## src/rtl/mult_pkg.sv

```systemverilog
// Shared types and constants for the sliced vector multiplier back end.
package mult_pkg;

    localparam int SLICE_W = 8;
    localparam int RES_W   = 64;

    typedef enum logic [1:0] {
        SEW8  = 2'b00,
        SEW16 = 2'b01,
        SEW32 = 2'b10
    } sew_e;

    typedef enum logic {
        IDLE,
        WAIT_HI
    } asm_state_e;

    // Zero-extend a 16-bit slice product to result width and move it into place.
    function automatic logic [RES_W-1:0] place(input logic [15:0] p, input int unsigned sh);
        return {{(RES_W-16){1'b0}}, p} << sh;
    endfunction

endpackage

```

## src/rtl/mult_sign_fix.sv

```systemverilog
// Conditional two's-complement negate of a 64-bit value, partitioned into
// 16-, 32- or 64-bit lanes according to the element width.
module mult_sign_fix
    import mult_pkg::*;
(
    input  logic [1:0]       sew_i,
    input  logic [3:0]       neg_i,
    input  logic [RES_W-1:0] val_i,
    output logic [RES_W-1:0] res_o
);

    always_comb begin
        res_o = val_i;
        case (sew_e'(sew_i))
            SEW8: begin
                for (int k = 0; k < 4; k++) begin
                    if (neg_i[k]) res_o[16*k +: 16] = -val_i[16*k +: 16];
                end
            end
            SEW16: begin
                for (int l = 0; l < 2; l++) begin
                    if (neg_i[l]) res_o[32*l +: 32] = -val_i[32*l +: 32];
                end
            end
            SEW32: begin
                if (neg_i[0]) res_o = -val_i;
            end
            default: res_o = val_i;
        endcase
    end

endmodule

```

## src/rtl/mult_product_assembler.sv

```systemverilog
// Shifts and sums the eight slice products into 8/16/32-bit element products,
// sign-corrects them and sequences the two-pass SEW=32 accumulation.
module mult_product_assembler
    import mult_pkg::*;
(
    input  logic        clk,
    input  logic        reset,
    input  logic        valid_in,
    input  logic [1:0]  sew,
    input  logic        count_0,
    input  logic [15:0] prod1,
    input  logic [15:0] prod2,
    input  logic [15:0] prod3,
    input  logic [15:0] prod4,
    input  logic [15:0] prod5,
    input  logic [15:0] prod6,
    input  logic [15:0] prod7,
    input  logic [15:0] prod8,
    input  logic        sign_A0,
    input  logic        sign_A1,
    input  logic        sign_A2,
    input  logic        sign_A3,
    input  logic        sign_B0,
    input  logic        sign_B1,
    input  logic        sign_B2,
    input  logic        sign_B3,
    output logic [63:0] result,
    output logic        out_valid,
    output logic        seq_err
);

    asm_state_e       state_q;
    logic [RES_W-1:0] acc_q;

    logic [3:0]       lane_neg;
    logic [31:0]      lane16_lo;
    logic [31:0]      lane16_hi;
    logic [RES_W-1:0] pass_sum;
    logic [RES_W-1:0] asm_val;
    logic [RES_W-1:0] result_d;

    assign lane_neg = {sign_A3 ^ sign_B3, sign_A2 ^ sign_B2,
                       sign_A1 ^ sign_B1, sign_A0 ^ sign_B0};

    always_comb begin
        lane16_lo = {16'b0, prod1} + {8'b0, prod2, 8'b0} + {8'b0, prod3, 8'b0} + {prod4, 16'b0};
        lane16_hi = {16'b0, prod5} + {8'b0, prod6, 8'b0} + {8'b0, prod7, 8'b0} + {prod8, 16'b0};

        // prod1..4 weight the low B byte, prod5..8 the next byte up.
        pass_sum = place(prod1, 0)           + place(prod2, SLICE_W)
                 + place(prod3, 2*SLICE_W)   + place(prod4, 3*SLICE_W)
                 + place(prod5, SLICE_W)     + place(prod6, 2*SLICE_W)
                 + place(prod7, 3*SLICE_W)   + place(prod8, 4*SLICE_W);

        case (sew_e'(sew))
            SEW8:    asm_val = {prod4, prod3, prod2, prod1};
            SEW16:   asm_val = {lane16_hi, lane16_lo};
            SEW32:   asm_val = acc_q + (pass_sum << (2*SLICE_W));
            default: asm_val = '0;
        endcase
    end

    mult_sign_fix u_sign_fix (
        .sew_i (sew),
        .neg_i (lane_neg),
        .val_i (asm_val),
        .res_o (result_d)
    );

    always_ff @(posedge clk) begin
        if (reset) begin
            state_q   <= IDLE;
            acc_q     <= '0;
            result    <= '0;
            out_valid <= 1'b0;
            seq_err   <= 1'b0;
        end else begin
            out_valid <= 1'b0;
            seq_err   <= 1'b0;
            if (valid_in) begin
                case (sew_e'(sew))
                    SEW8, SEW16: begin
                        result    <= result_d;
                        out_valid <= 1'b1;
                        seq_err   <= (state_q == WAIT_HI);
                        acc_q     <= '0;
                        state_q   <= IDLE;
                    end
                    SEW32: begin
                        if (!count_0) begin
                            // A repeated low pass replaces, never adds to, the partial sum.
                            acc_q   <= pass_sum;
                            seq_err <= (state_q == WAIT_HI);
                            state_q <= WAIT_HI;
                        end else if (state_q == WAIT_HI) begin
                            result    <= result_d;
                            out_valid <= 1'b1;
                            state_q   <= IDLE;
                        end else begin
                            seq_err <= 1'b1;
                        end
                    end
                    default: begin
                        seq_err <= 1'b1;
                        state_q <= IDLE;
                    end
                endcase
            end
        end
    end

endmodule

```

## config.mk

```make
export PLATFORM = sky130hd
export DESIGN_NAME = mult_product_assembler
export DESIGN_NICKNAME = d
export VERILOG_FILES = /design/src/rtl/mult_pkg.sv /design/src/rtl/mult_sign_fix.sv /design/src/rtl/mult_product_assembler.sv
export SDC_FILE = /design/constraint.sdc
export NUM_CORES = 1
export LEC_CHECK = 0
export ABC_AREA = 1
export ABC_CLOCK_PERIOD_IN_PS = 10100
export BUFFER_PORTS_ARGS = -buffer_cell sky130_fd_sc_hd__buf_2
export CAP_MARGIN = 10
export CORE_ASPECT_RATIO = 2
export CORE_MARGIN = 2
export CORE_UTILIZATION = 50
export CTS_CLUSTER_DIAMETER = 50
export DETAILED_ROUTE_END_ITERATION = 8
export PLACE_DENSITY = 0.69
export SLEW_MARGIN = 20
export SYNTH_ARGS = -nofsm -noshare
export SYNTH_HDL_FRONTEND = slang
export SYNTH_SLANG_ARGS = --single-unit
```

## constraint.sdc

```tcl
create_clock -name clk -period 10.1 [get_ports clk]
set_input_delay 1.01 -clock clk [delete_from_list [all_inputs] [get_ports clk]]
set_output_delay 1.01 -clock clk [all_outputs]
set_load 0.01 [all_outputs]
```

==> results.cfg, run 1 <==
[clock_network]
holdBufCountCts = 0
post_cts_buffers = 0
cts_resized = 0
cts-root-buf = clkbuf_16
cts_tree = yes
clk_transition_reported_paths_ns = 0.07
numCtsBuffers = 17
clockBufferDepth = 2
cts.sinks = 116
htreeDepth = 4
clock_latency_ns = 0.46

[floorplanning]
start_util_pct = 50.5
die_h_um = 278
row_count = 100
die_area_um2 = 39100
die_w_um = 141
io_pins = 208
core_area_um2 = 37000

[power_and_ir_drop]
powerDensity_nw_per_um2 = 173
leakage_nw = 10.7
peakVddDrop_v = 0.000131

[grt]
grt_max_degree = 77
top_usage_layer = met2
use_met3_pct = 4.11
grt-ovfl-total = 0
grt_util_all_layers_pct = 41.7
grtUsageMet2_pct = 75.3
grt_pass1_vias = 22085
grt_pass1_wl_mm = 124
grt_antenna_before_repair = 0
met1_usage_pct = 41.3

[route]
drt-wirelength-per-cell_um = 21.8
vias_per_cell = 5.87
drt_wl_total_mm = 82.8
route.detailed.drc = 0
via_count = 22318
drtAntennaViolNets = 0
drt-pass1-iter-count = 6
drt_iter0_drc = 1636

[layout]
final_cell_mix = nand2_1 (850), inv_1 (507), nor2_1 (277), a21oi_1 (250), nand3_1 (232)
final_cells = 3803
layout_commonest_cell = nand2_1
area_growth_pct = 10.5
fin_nets = 3678
n_antenna_cell = 0
drive_above_1_share_pct = 12.9

[timing]
hold_viol = 0
rsz0062_at_grt = false
min_period_ns = 7.58
final.setup.tns_ns = 0
worst_pin_slew_ns = 0.965
fmax_ghz = 0.132
clock_skew_ns = 0.0159
relSlewSlack_pct = 35.7
period_share_pct = 75.1
maxSlewViolCount = 0
setup_viol = 0

[place]
hpwl_mm = 68.1
routabilityCongestion = 1.09
dp.cells = 3771
io_buffers = 207

[critical_path]
end_kind = flip-flop
path_class = primary input to flip-flop
worstPathRequired_ns = 10.45
crit_fanout = 6
path_common_cell = nand2_1
critPathSlowestCell = xor2_1
cp-start-kind = primary input
worstPathArrival_ns = 7.93
crit_path_max_incr_delay_ns = 0.57

[run_status]
status = complete, no violations

[synthesis]
syn_area_um2 = 18700
synth_flop_cell = dfxtp_1
ys_seq_area_share_pct = 12.4
avgSynthCellArea_um2 = 5.90
synth_top_cell_by_area = nand2_1
synthArstFlopShare_pct = 0
synth_top_area_share_pct = 17.1
synth_edf_count = 0
synth_area_leaders = nand2_1 (17%), dfxtp_1 (12%), inv_1 (10%), fa_1 (9.0%), ha_1 (8.1%)
syn-instance-count = 3169
yosys_register_bits = 116
syn_nets = 3516
synth-warning-count = 0
synth.distinct_cells = 65

[run]
maxCapViolCount = 0

[worst_hold_path]
hp-class = flip-flop to flip-flop
## worst paths after layout
kind         startpoint         end  slack [ns]  cells past startpoint
min           acc_q[25]   acc_q[25]        0.47                      2
min reg2reg   acc_q[25]   acc_q[25]        0.47                      2
max           prod1[10]  result[58]        2.52                     40
max reg2reg   acc_q[16]  result[54]        5.66                     24
## layer usage
metal | up-vias | share of wire [%]
met5 | - | 0
met4 | 0 | 11
met3 | 363 | 5.8
met2 | 1111 | 50
met1 | 10291 | 33
li1 | 10553 | -
## sequential cells by signal, summed over array words and instances (netlist names)
register,count
result,64
acc_q,49
out_valid,1
seq_err,1
state_q,1
## critical path: cells and delay by family
kind | cells | cell delay [ns]
buffers and inverters | 8 | 0.99
adder cells (fa/ha/maj) | 6 | 2.39
XOR/XNOR | 1 | 0.57
AND/OR/NAND/NOR | 17 | 1.96
AO/OA/AOI/OAI | 8 | 0.99
## cell type report
class / count / area, µm²
Fill cell: 3896 / 16400
Multi-Input combinational cell: 2446 / 14100
Sequential cell: 116 / 2320
Inverter: 531 / 2000
Timing Repair Buffer: 219 / 1130
Tap cell: 459 / 574
Clock buffer: 19 / 453
Clock inverter: 13 / 124
## where the power goes
| group | leakage (nW) | switching, mW | internal, mW |
|---|---|---|---|
| Combinational | 9.51 | 1.73 | 0.711 |
| Sequential | 0.947 | 0.0210 | 0.489 |
| Clock | 0.277 | 0.276 | 0.354 |
| Total | 10.7 | 2.03 | 1.55 |
## synthesized netlist by cell type, types with 3 or more instances
cell type / number
a21oi_1: 250
inv_2: 22
nand4_1: 35
nor2_2: 33
o211ai_1: 18
nor2_4: 13
a21oi_2: 7
o221ai_1: 7
clkbuf_1: 46
nand3_2: 19
nor4_1: 3
a41oi_1: 4
buf_6: 3
inv_1: 507
o21a_1: 4
a22oi_1: 10
a21o_1: 9
a31oi_1: 29
dfxtp_1: 116
nand3b_1: 6
o21bai_1: 6
a211oi_1: 5
ha_1: 121
nor2_1: 277
o21ai_2: 9
nor3_2: 7
o21ai_0: 208
fa_1: 84
a221oi_1: 3
xnor2_1: 15
nand2_4: 4
nand3_1: 232
o22ai_1: 19
nor3_1: 17
buf_1: 8
nand2_2: 41
nand2_1: 850
a21boi_0: 4
buf_2: 17
xor2_1: 33
or2_2: 13
or2_1: 6
o21ai_1: 22
## cell families (layout without fill, tap and decap cells)
kind of cell / count (synthesis) / in the layout / share of synthesized area [%]
simple gates: 1569 / 1569 / 37.1
compound gates: 624 / 624 / 18.7
buf+inv: 607 / 782 / 12.5
fa+ha+maj: 205 / 205 / 17.1
flops: 116 / 116 / 12.4
xor+xnor: 48 / 48 / 2.25
## metrics by stage
stage	total power, mW	cell area, µm²	utilization (%)	setup WS (ns)	hold slack [ns]
2_1_floorplan	2.16	18700	-	4.26	0.435
3_3_place_gp	2.88	20100	54.3	2.41	0.448
3_5_place_dp	2.89	20100	54.3	2.34	0.460
4_1_cts	3.52	20700	55.8	2.79	0.468
5_1_grt	3.83	20700	55.8	2.27	0.488
6_report	3.59	20700	55.8	2.52	0.472
Power figures use the tool's default switching activity.
==> inputs of run 2 (changes only) <==
--- a/config.mk
+++ b/config.mk
@@ -6,7 +6,7 @@
 export NUM_CORES = 1
 export LEC_CHECK = 0
 export ABC_AREA = 1
-export ABC_CLOCK_PERIOD_IN_PS = 10100
+export ABC_CLOCK_PERIOD_IN_PS = 6100
 export BUFFER_PORTS_ARGS = -buffer_cell sky130_fd_sc_hd__buf_2
 export CAP_MARGIN = 10
 export CORE_ASPECT_RATIO = 2
@@ -14,7 +14,7 @@
 export CORE_UTILIZATION = 50
 export CTS_CLUSTER_DIAMETER = 50
 export DETAILED_ROUTE_END_ITERATION = 8
-export PLACE_DENSITY = 0.69
+export PLACE_DENSITY = 0.71
 export SLEW_MARGIN = 20
 export SYNTH_ARGS = -nofsm -noshare
 export SYNTH_HDL_FRONTEND = slang
==> constraint.sdc (replaced) <==
create_clock -name clk -period 6.1 [get_ports clk]
set_input_delay 0.61 -clock clk [delete_from_list [all_inputs] [get_ports clk]]
set_output_delay 0.61 -clock clk [all_outputs]
set_load 0.01 [all_outputs]
==> results.cfg, run 2 (synthesis results as in run 1) <==
[place]
dp.cells = 4094
routabilityCongestion = 1.09
pre_cts_ws_ns = -0.389
io_buffers = 207
placed_cell_area_um2 = 22500
hpwl_mm = 69.5

[critical_path]
worstPathRequired_ns = 6.44
path_buf_inv = 7
critPathSlowestCell = fa_1
crit_path_end = result[55]
end_kind = flip-flop
r2r_end = result[51]
reg2reg_slack_ns = 2.10
worstPathArrival_ns = 6.14
crit_path_max_incr_delay_ns = 0.52
r2r_start = acc_q[16]
path_common_cell = nand2_1
crit_family = simple AND/OR/NAND/NOR gates
crit_start = prod3[8]
path_class = primary input to flip-flop
cp-start-kind = primary input
path_depth = 37
r2r_cells = 25
crit_fanout = 5

[layout]
fin_util_pct = 63.3
area_growth_pct = 25.3
design_area_um2 = 23400
fin_nets = 4005
drive_above_1_share_pct = 22.4
layout_commonest_cell = nand2_1
final_cells = 4131
largest_reg_flops = 64
largest-register = result
n_fill_cell = 3664
final_cell_mix = nand2_1 (838), inv_1 (504), buf_4 (338), nor2_1 (267), a21oi_1 (242)
reg.largest.list = result: 64 flops, acc_q: 49 flops

[clock_network]
cts.sinks = 116
cts-root-buf = clkbuf_16
numCtsBuffers = 17
clockBufferDepth = 2
clk_transition_reported_paths_ns = 0.06
clock_latency_ns = 0.45
holdBufCountCts = 0
htreeDepth = 4
cts_tree = yes

[timing]
fmax_ghz = 0.172
min_period_ns = 5.80
final.setup.tns_ns = 0
maxSlewViolCount = 0
relSlewSlack_pct = 31.5
worst_pin_slew_ns = 1.03
setup_ws_ns = 0.299
clock_skew_ns = 0.0124
whs_ns = 0.457
period_share_pct = 95.1
hold_viol = 0
setup_viol = 0

[route]
drt_iter0_drc = 1286
via_count = 23489
route.detailed.drc = 0
vias_per_cell = 5.69
drt-wirelength-per-cell_um = 20.3
drt-pass1-iter-count = 6
drt_wl_total_mm = 83.8
drtAntennaViolNets = 0

[floorplanning]
start_util_pct = 50.5
die_w_um = 141
row_count = 100
io_pins = 208
core_area_um2 = 37000
die_area_um2 = 39100
die_h_um = 278

[power_and_ir_drop]
power_mw = 6.93
peakVddDrop_v = 0.000232
leakage_nw = 12.3
powerDensity_nw_per_um2 = 296

[grt]
grt_pass1_vias = 23583
grt-ovfl-total = 0
grt_max_degree = 64
grt_antenna_before_repair = 1
grt_util_all_layers_pct = 42.6
grt_pass1_wl_mm = 127

[worst_hold_path]
hp-class = primary input to flip-flop

[run]
maxCapViolCount = 0

[run_status]
status = complete, no violations
[run 2: cell types whose count changed in the layout (fill, tap and decap cells not counted), sizes merged]
| cell | change |
|---|---|
| inv | -1 |
| clkbuf | -1 |
| clkinv | +3 |
| bufinv | -1 |
| diode | +1 |
| buf | +327 |
[run 2: worst min-delay path, stage by stage]
cell	delay [ns]
buf_2	0.11
a22oi_1	0.07
nor2_1	0.08
[run 2: how the worst min path moves through the flow]
stage / start / to / slack, ns / depth (start not counted)
floorplan: acc_q[48] / acc_q[48] / 0.43 / 2
global placement: acc_q[2] / acc_q[2] / 0.45 / 2
detailed placement: acc_q[26] / acc_q[26] / 0.46 / 2
CTS: prod1[0] / acc_q[0] / 0.44 / 3
global route: valid_in / out_valid / 0.46 / 3
finish: prod1[0] / acc_q[0] / 0.46 / 3
[run 2: layout make-up]
class                           count  area [µm²]  share of cell area, %
Clock buffer                       18         429                   1.83
Clock inverter                     14         105                  0.448
Antenna cell                        1        2.50                 0.0107
Multi-Input combinational cell   2446       14400                   61.5
Sequential cell                   116        2320                   9.91
Tap cell                          459         574                   2.45
Inverter                          531        2000                   8.53
Timing Repair Buffer              546        3590                   15.3
[run 2: timing repair]
| item | 4_1_cts | 5_1_grt |
|---|---|---|
| buffers inserted | 0 | 4 |
| resized for setup | 0 | 72 |
| endpoints found under the setup margin | 0 | 19 |
[run 2: report_power, final]
group | total [mW] | switching [mW] | internal (mW)
logic | 5.12 | 3.07 | 2.06
clock network | 0.965 | 0.443 | 0.522
registers | 0.845 | 0.0350 | 0.810
[run 2: routing by layer]
| metal | part of all wire (%) | GRT usage (%) | wire length, µm | up-vias |
|---|---|---|---|---|
| met1 | 32 | 40.8 | 27200 | 10776 |
| li1 | - | - | - | 11203 |
| met4 | 13 | 42.9 | 10600 | 0 |
| met2 | 49 | 75.3 | 41200 | 1089 |
| met5 | 0 | 0 | 0 | - |
| met3 | 5.8 | 5.89 | 4870 | 421 |
==> inputs of run 3 (changes only) <==
--- a/config.mk
+++ b/config.mk
@@ -18,4 +18,5 @@
 export SLEW_MARGIN = 20
 export SYNTH_ARGS = -nofsm -noshare
 export SYNTH_HDL_FRONTEND = slang
+export SYNTH_HIERARCHICAL = 1
 export SYNTH_SLANG_ARGS = --single-unit
==> results.cfg, run 3 <==
[run_status]
status = stopped before the end
stop_stage = 5_1_grt
error = [ERROR GRT-0116] Global routing finished with congestion. Check the congestion regions in the DRC Viewer.

[synthesis]
avgSynthCellArea_um2 = 5.89
syn_area_um2 = 19000
ys_seq_area_share_pct = 12.2
yosysMostFrequentCell = nand2_1
synthArstFlopShare_pct = 0
synth-warning-count = 6
yosys_register_bits = 116
synth_top_cell_by_area = nand2_1
ys_top_cells_by_count = nand2_1 (863), inv_1 (432), nor2_1 (367)
synth.distinct_cells = 55
synth_flop_cell = dfxtp_1
synth_top_area_share_pct = 17.0
syn-instance-count = 3230
synth_edf_count = 0
syn_nets = 3577
synth_area_leaders = nand2_1 (17%), dfxtp_1 (12%), fa_1 (8.8%), inv_1 (8.5%), ha_1 (8.0%)

[floorplanning]
die_w_um = 142
io_pins = 208
start_util_pct = 50.4
die_h_um = 280
row_count = 101

[clock_network]
htreeDepth = 4
cts-root-buf = clkbuf_16
clockBufferDepth = 2
numCtsBuffers = 17
cts.sinks = 116
holdBufCountCts = 0

[grt]
grt-ovfl-total = 143
grt_util_all_layers_pct = 61.6
grt_max_degree = 66
grt_pass1_wl_mm = 184
grt_pass1_vias = 28752

[place]
pre_cts_ws_ns = -1.26
placed_cell_area_um2 = 24700
io_buffers = 207
hpwl_mm = 87.3
routabilityCongestion = 1.12
## run 3: kinds of logic after synthesis
logic type / synth area share, %
AOI/OAI and AO/OA: 17.5
xor gates and xnor gates: 3.36
adders and majority gates: 16.8
buffers and inverters: 11.0
DFF: 12.2
and+or+nand+nor: 39.1
## run 3: metal layers
| metal | overflow | GRT usage, % |
|---|---|---|
| met1 | 0 | 55.7 |
| met2 | 72 | 91.5 |
| met3 | 0 | 29.8 |
| met4 | 71 | 74.0 |
| met5 | 0 | 2.18 |
## run 3: what timing repair did
action                                 in CTS
setup endpoints to repair                  28
gates resized for setup                   120
pin swaps                                  27
endpoints found under the hold margin       0
buffers inserted                            8
## run 3: per-stage QoR
step | hold slack (ns) | cells
CTS | 0.458 | 4416
global placement | 0.442 | 4376
floorplan | 0.432 | 3230
detailed placement | 0.445 | 4376
==> inputs of run 4 (changes only) <==
--- a/config.mk
+++ b/config.mk
@@ -6,15 +6,13 @@
 export NUM_CORES = 1
 export LEC_CHECK = 0
 export ABC_AREA = 1
-export ABC_CLOCK_PERIOD_IN_PS = 6100
+export ABC_CLOCK_PERIOD_IN_PS = 7950
 export BUFFER_PORTS_ARGS = -buffer_cell sky130_fd_sc_hd__buf_2
 export CAP_MARGIN = 10
-export CORE_ASPECT_RATIO = 2
 export CORE_MARGIN = 2
-export CORE_UTILIZATION = 50
-export CTS_CLUSTER_DIAMETER = 50
+export CORE_UTILIZATION = 35
 export DETAILED_ROUTE_END_ITERATION = 8
-export PLACE_DENSITY = 0.71
+export PLACE_DENSITY_LB_ADDON = 0.15
 export SLEW_MARGIN = 20
 export SYNTH_ARGS = -nofsm -noshare
 export SYNTH_HDL_FRONTEND = slang
==> constraint.sdc (replaced) <==
create_clock -name clk -period 7.95 [get_ports clk]
set_input_delay 0.795 -clock clk [delete_from_list [all_inputs] [get_ports clk]]
set_output_delay 0.795 -clock clk [all_outputs]
set_load 0.01 [all_outputs]
==> results.cfg, run 4 <==
[synthesis]
synth_top_area_share_pct = 17.0
synthArstFlopShare_pct = 0
avgSynthCellArea_um2 = 5.89
synth_top_cell_by_area = nand2_1
yosys_register_bits = 116
synth_edf_count = 0
syn_area_um2 = 19000
synth.distinct_cells = 55
synth_area_leaders = nand2_1 (17%), dfxtp_1 (12%), fa_1 (8.8%), inv_1 (8.5%), ha_1 (8.0%)
synth-warning-count = 6
ys_seq_area_share_pct = 12.2
syn-instance-count = 3230
yosysMostFrequentCell = nand2_1
ys_top_cells_by_count = nand2_1 (863), inv_1 (432), nor2_1 (367)
synth_flop_cell = dfxtp_1
syn_nets = 3577

[clock_network]
post_cts_buffers = 0
cts.sinks = 116
clock_latency_ns = 0.46
numCtsBuffers = 17
clockBufferDepth = 2
clk_transition_reported_paths_ns = 0.06
cts-root-buf = clkbuf_16
htreeDepth = 4
cts_tree = yes

[timing]
period_share_pct = 95.2
clock_skew_ns = 0.0173
whs_ns = 0.459
maxSlewViolCount = 0
hold_viol = 0
final.setup.tns_ns = 0
worst_pin_slew_ns = 1.15
rsz0062_at_grt = false
min_period_ns = 7.57
setup_viol = 0
relSlewSlack_pct = 23.5
fmax_ghz = 0.132

[critical_path]
critPathSlowestCell = fa_1
worstPathRequired_ns = 8.29
end_kind = flip-flop
reg2reg_slack_ns = 2.89
r2r_cells = 26
cp-start-kind = primary input
r2r_end = result[49]
path_class = primary input to flip-flop
worstPathArrival_ns = 7.91
r2r_start = acc_q[16]
path_common_cell = nor2_1
crit_path_max_incr_delay_ns = 0.54
crit_fanout = 6
crit_start = prod1[10]

[place]
placed_cell_area_um2 = 21000
hpwl_mm = 74.7
io_buffers = 207
routabilityCongestion = 1.01
dp.cells = 4089

[layout]
reg.largest.list = result: 64 flops, acc_q: 49 flops
largest-register = result
fin_util_pct = 40.1
largest_reg_flops = 64
final_cells = 4123
drive_above_1_share_pct = 13.6
area_growth_pct = 13.4
design_area_um2 = 21600
fin_nets = 3759
final_cell_mix = nand2_1 (862), inv_1 (431), nor2_1 (365), nand3_1 (250), a21oi_1 (243)
layout_commonest_cell = nand2_1

[route]
vias_per_cell = 5.44
via_count = 22442
drt-wirelength-per-cell_um = 21.9
drt-pass1-iter-count = 6
drt_iter0_drc = 2409
route.detailed.drc = 0
drtAntennaViolNets = 0
drt_wl_total_mm = 90.2

[power_and_ir_drop]
leakage_nw = 10.7
peakVddDrop_v = 0.000162
powerDensity_nw_per_um2 = 227

[grt]
grt_util_all_layers_pct = 31.4
grt_pass1_wl_mm = 132
grt_antenna_before_repair = 0
grt_pass1_vias = 20474
grt_max_degree = 66
grt-ovfl-total = 0

[run]
maxCapViolCount = 0

[worst_hold_path]
hp-class = flip-flop to flip-flop
worstHoldPathCells = 2
min_from = acc_q[7]
whs_endpoint = acc_q[7]

[run_status]
status = complete, no violations

[floorplanning]
die_w_um = 237
die_area_um2 = 56300
row_count = 85
start_util_pct = 35.4
io_pins = 208
core_area_um2 = 53800
die_h_um = 237
run 4: cell counts after synthesis:
No cell type changed its count.
run 4: critical path, delay by kind of cell:
kind | cells | cell delay, ns
simple gates | 17 | 2.10
fa+ha+maj | 5 | 1.99
compound gates | 8 | 1.64
buf+inv | 8 | 0.86
xor+xnor | 1 | 0.47
run 4: power by group:
group	switching [mW]	internal (mW)
clock network	0.344	0.528
registers	0.0252	0.624
logic	2.36	1.02
total	2.73	2.17
run 4: layer usage:
layer | vias up | wire (µm) | track usage [%]
met5 | - | 0 | 0
met4 | 0 | 2920 | 10.7
met3 | 128 | 7450 | 3.72
met2 | 1068 | 39800 | 49.7
met1 | 10430 | 40000 | 44.3
li1 | 10816 | - | -
run 4: how the worst max path moves through the flow:
stage                     cells after the start    endpoint  slack, ns
after detailed placement                     34  result[54]       0.11
after CTS                                    34  result[54]       0.54
after global routing                         34  result[54]       0.09
after floorplan                              35  result[54]       2.04
final                                        39  result[54]       0.38
after global placement                       34  result[54]       0.09
run 4: cells by family after synthesis:
group                    after synthesis  synth area share, %
AND/OR/NAND/NOR                     1705                 39.1
AO/OA/AOI/OAI                        588                 17.5
flip-flops                           116                 12.2
XOR/XNOR                              73                 3.36
adder cells (fa/ha/maj)              205                 16.8
buffers and inverters                543                 11.0
run 4: cell type report:
type,count,area [µm²]
clock inverter,14,199
timing repair buffer,255,1400
clock buffer,18,429
inverter,451,1690
antenna,2,5.00
tap,696,871
fill,6111,32200
sequential,116,2320
multi-input combinational,2571,14700
run 4: repair_timing:
action	in CTS	in global routing
hold buffers	0	0
endpoints found under the setup margin	0	3
resized for setup	0	1
run 4: stage by stage:
stage,setup slack [ns],total power [mW]
floorplan,2.04,2.79
global placement,0.0947,3.95
detailed placement,0.112,3.94
CTS,0.539,4.83
global route,0.0880,5.22
finish,0.382,4.90
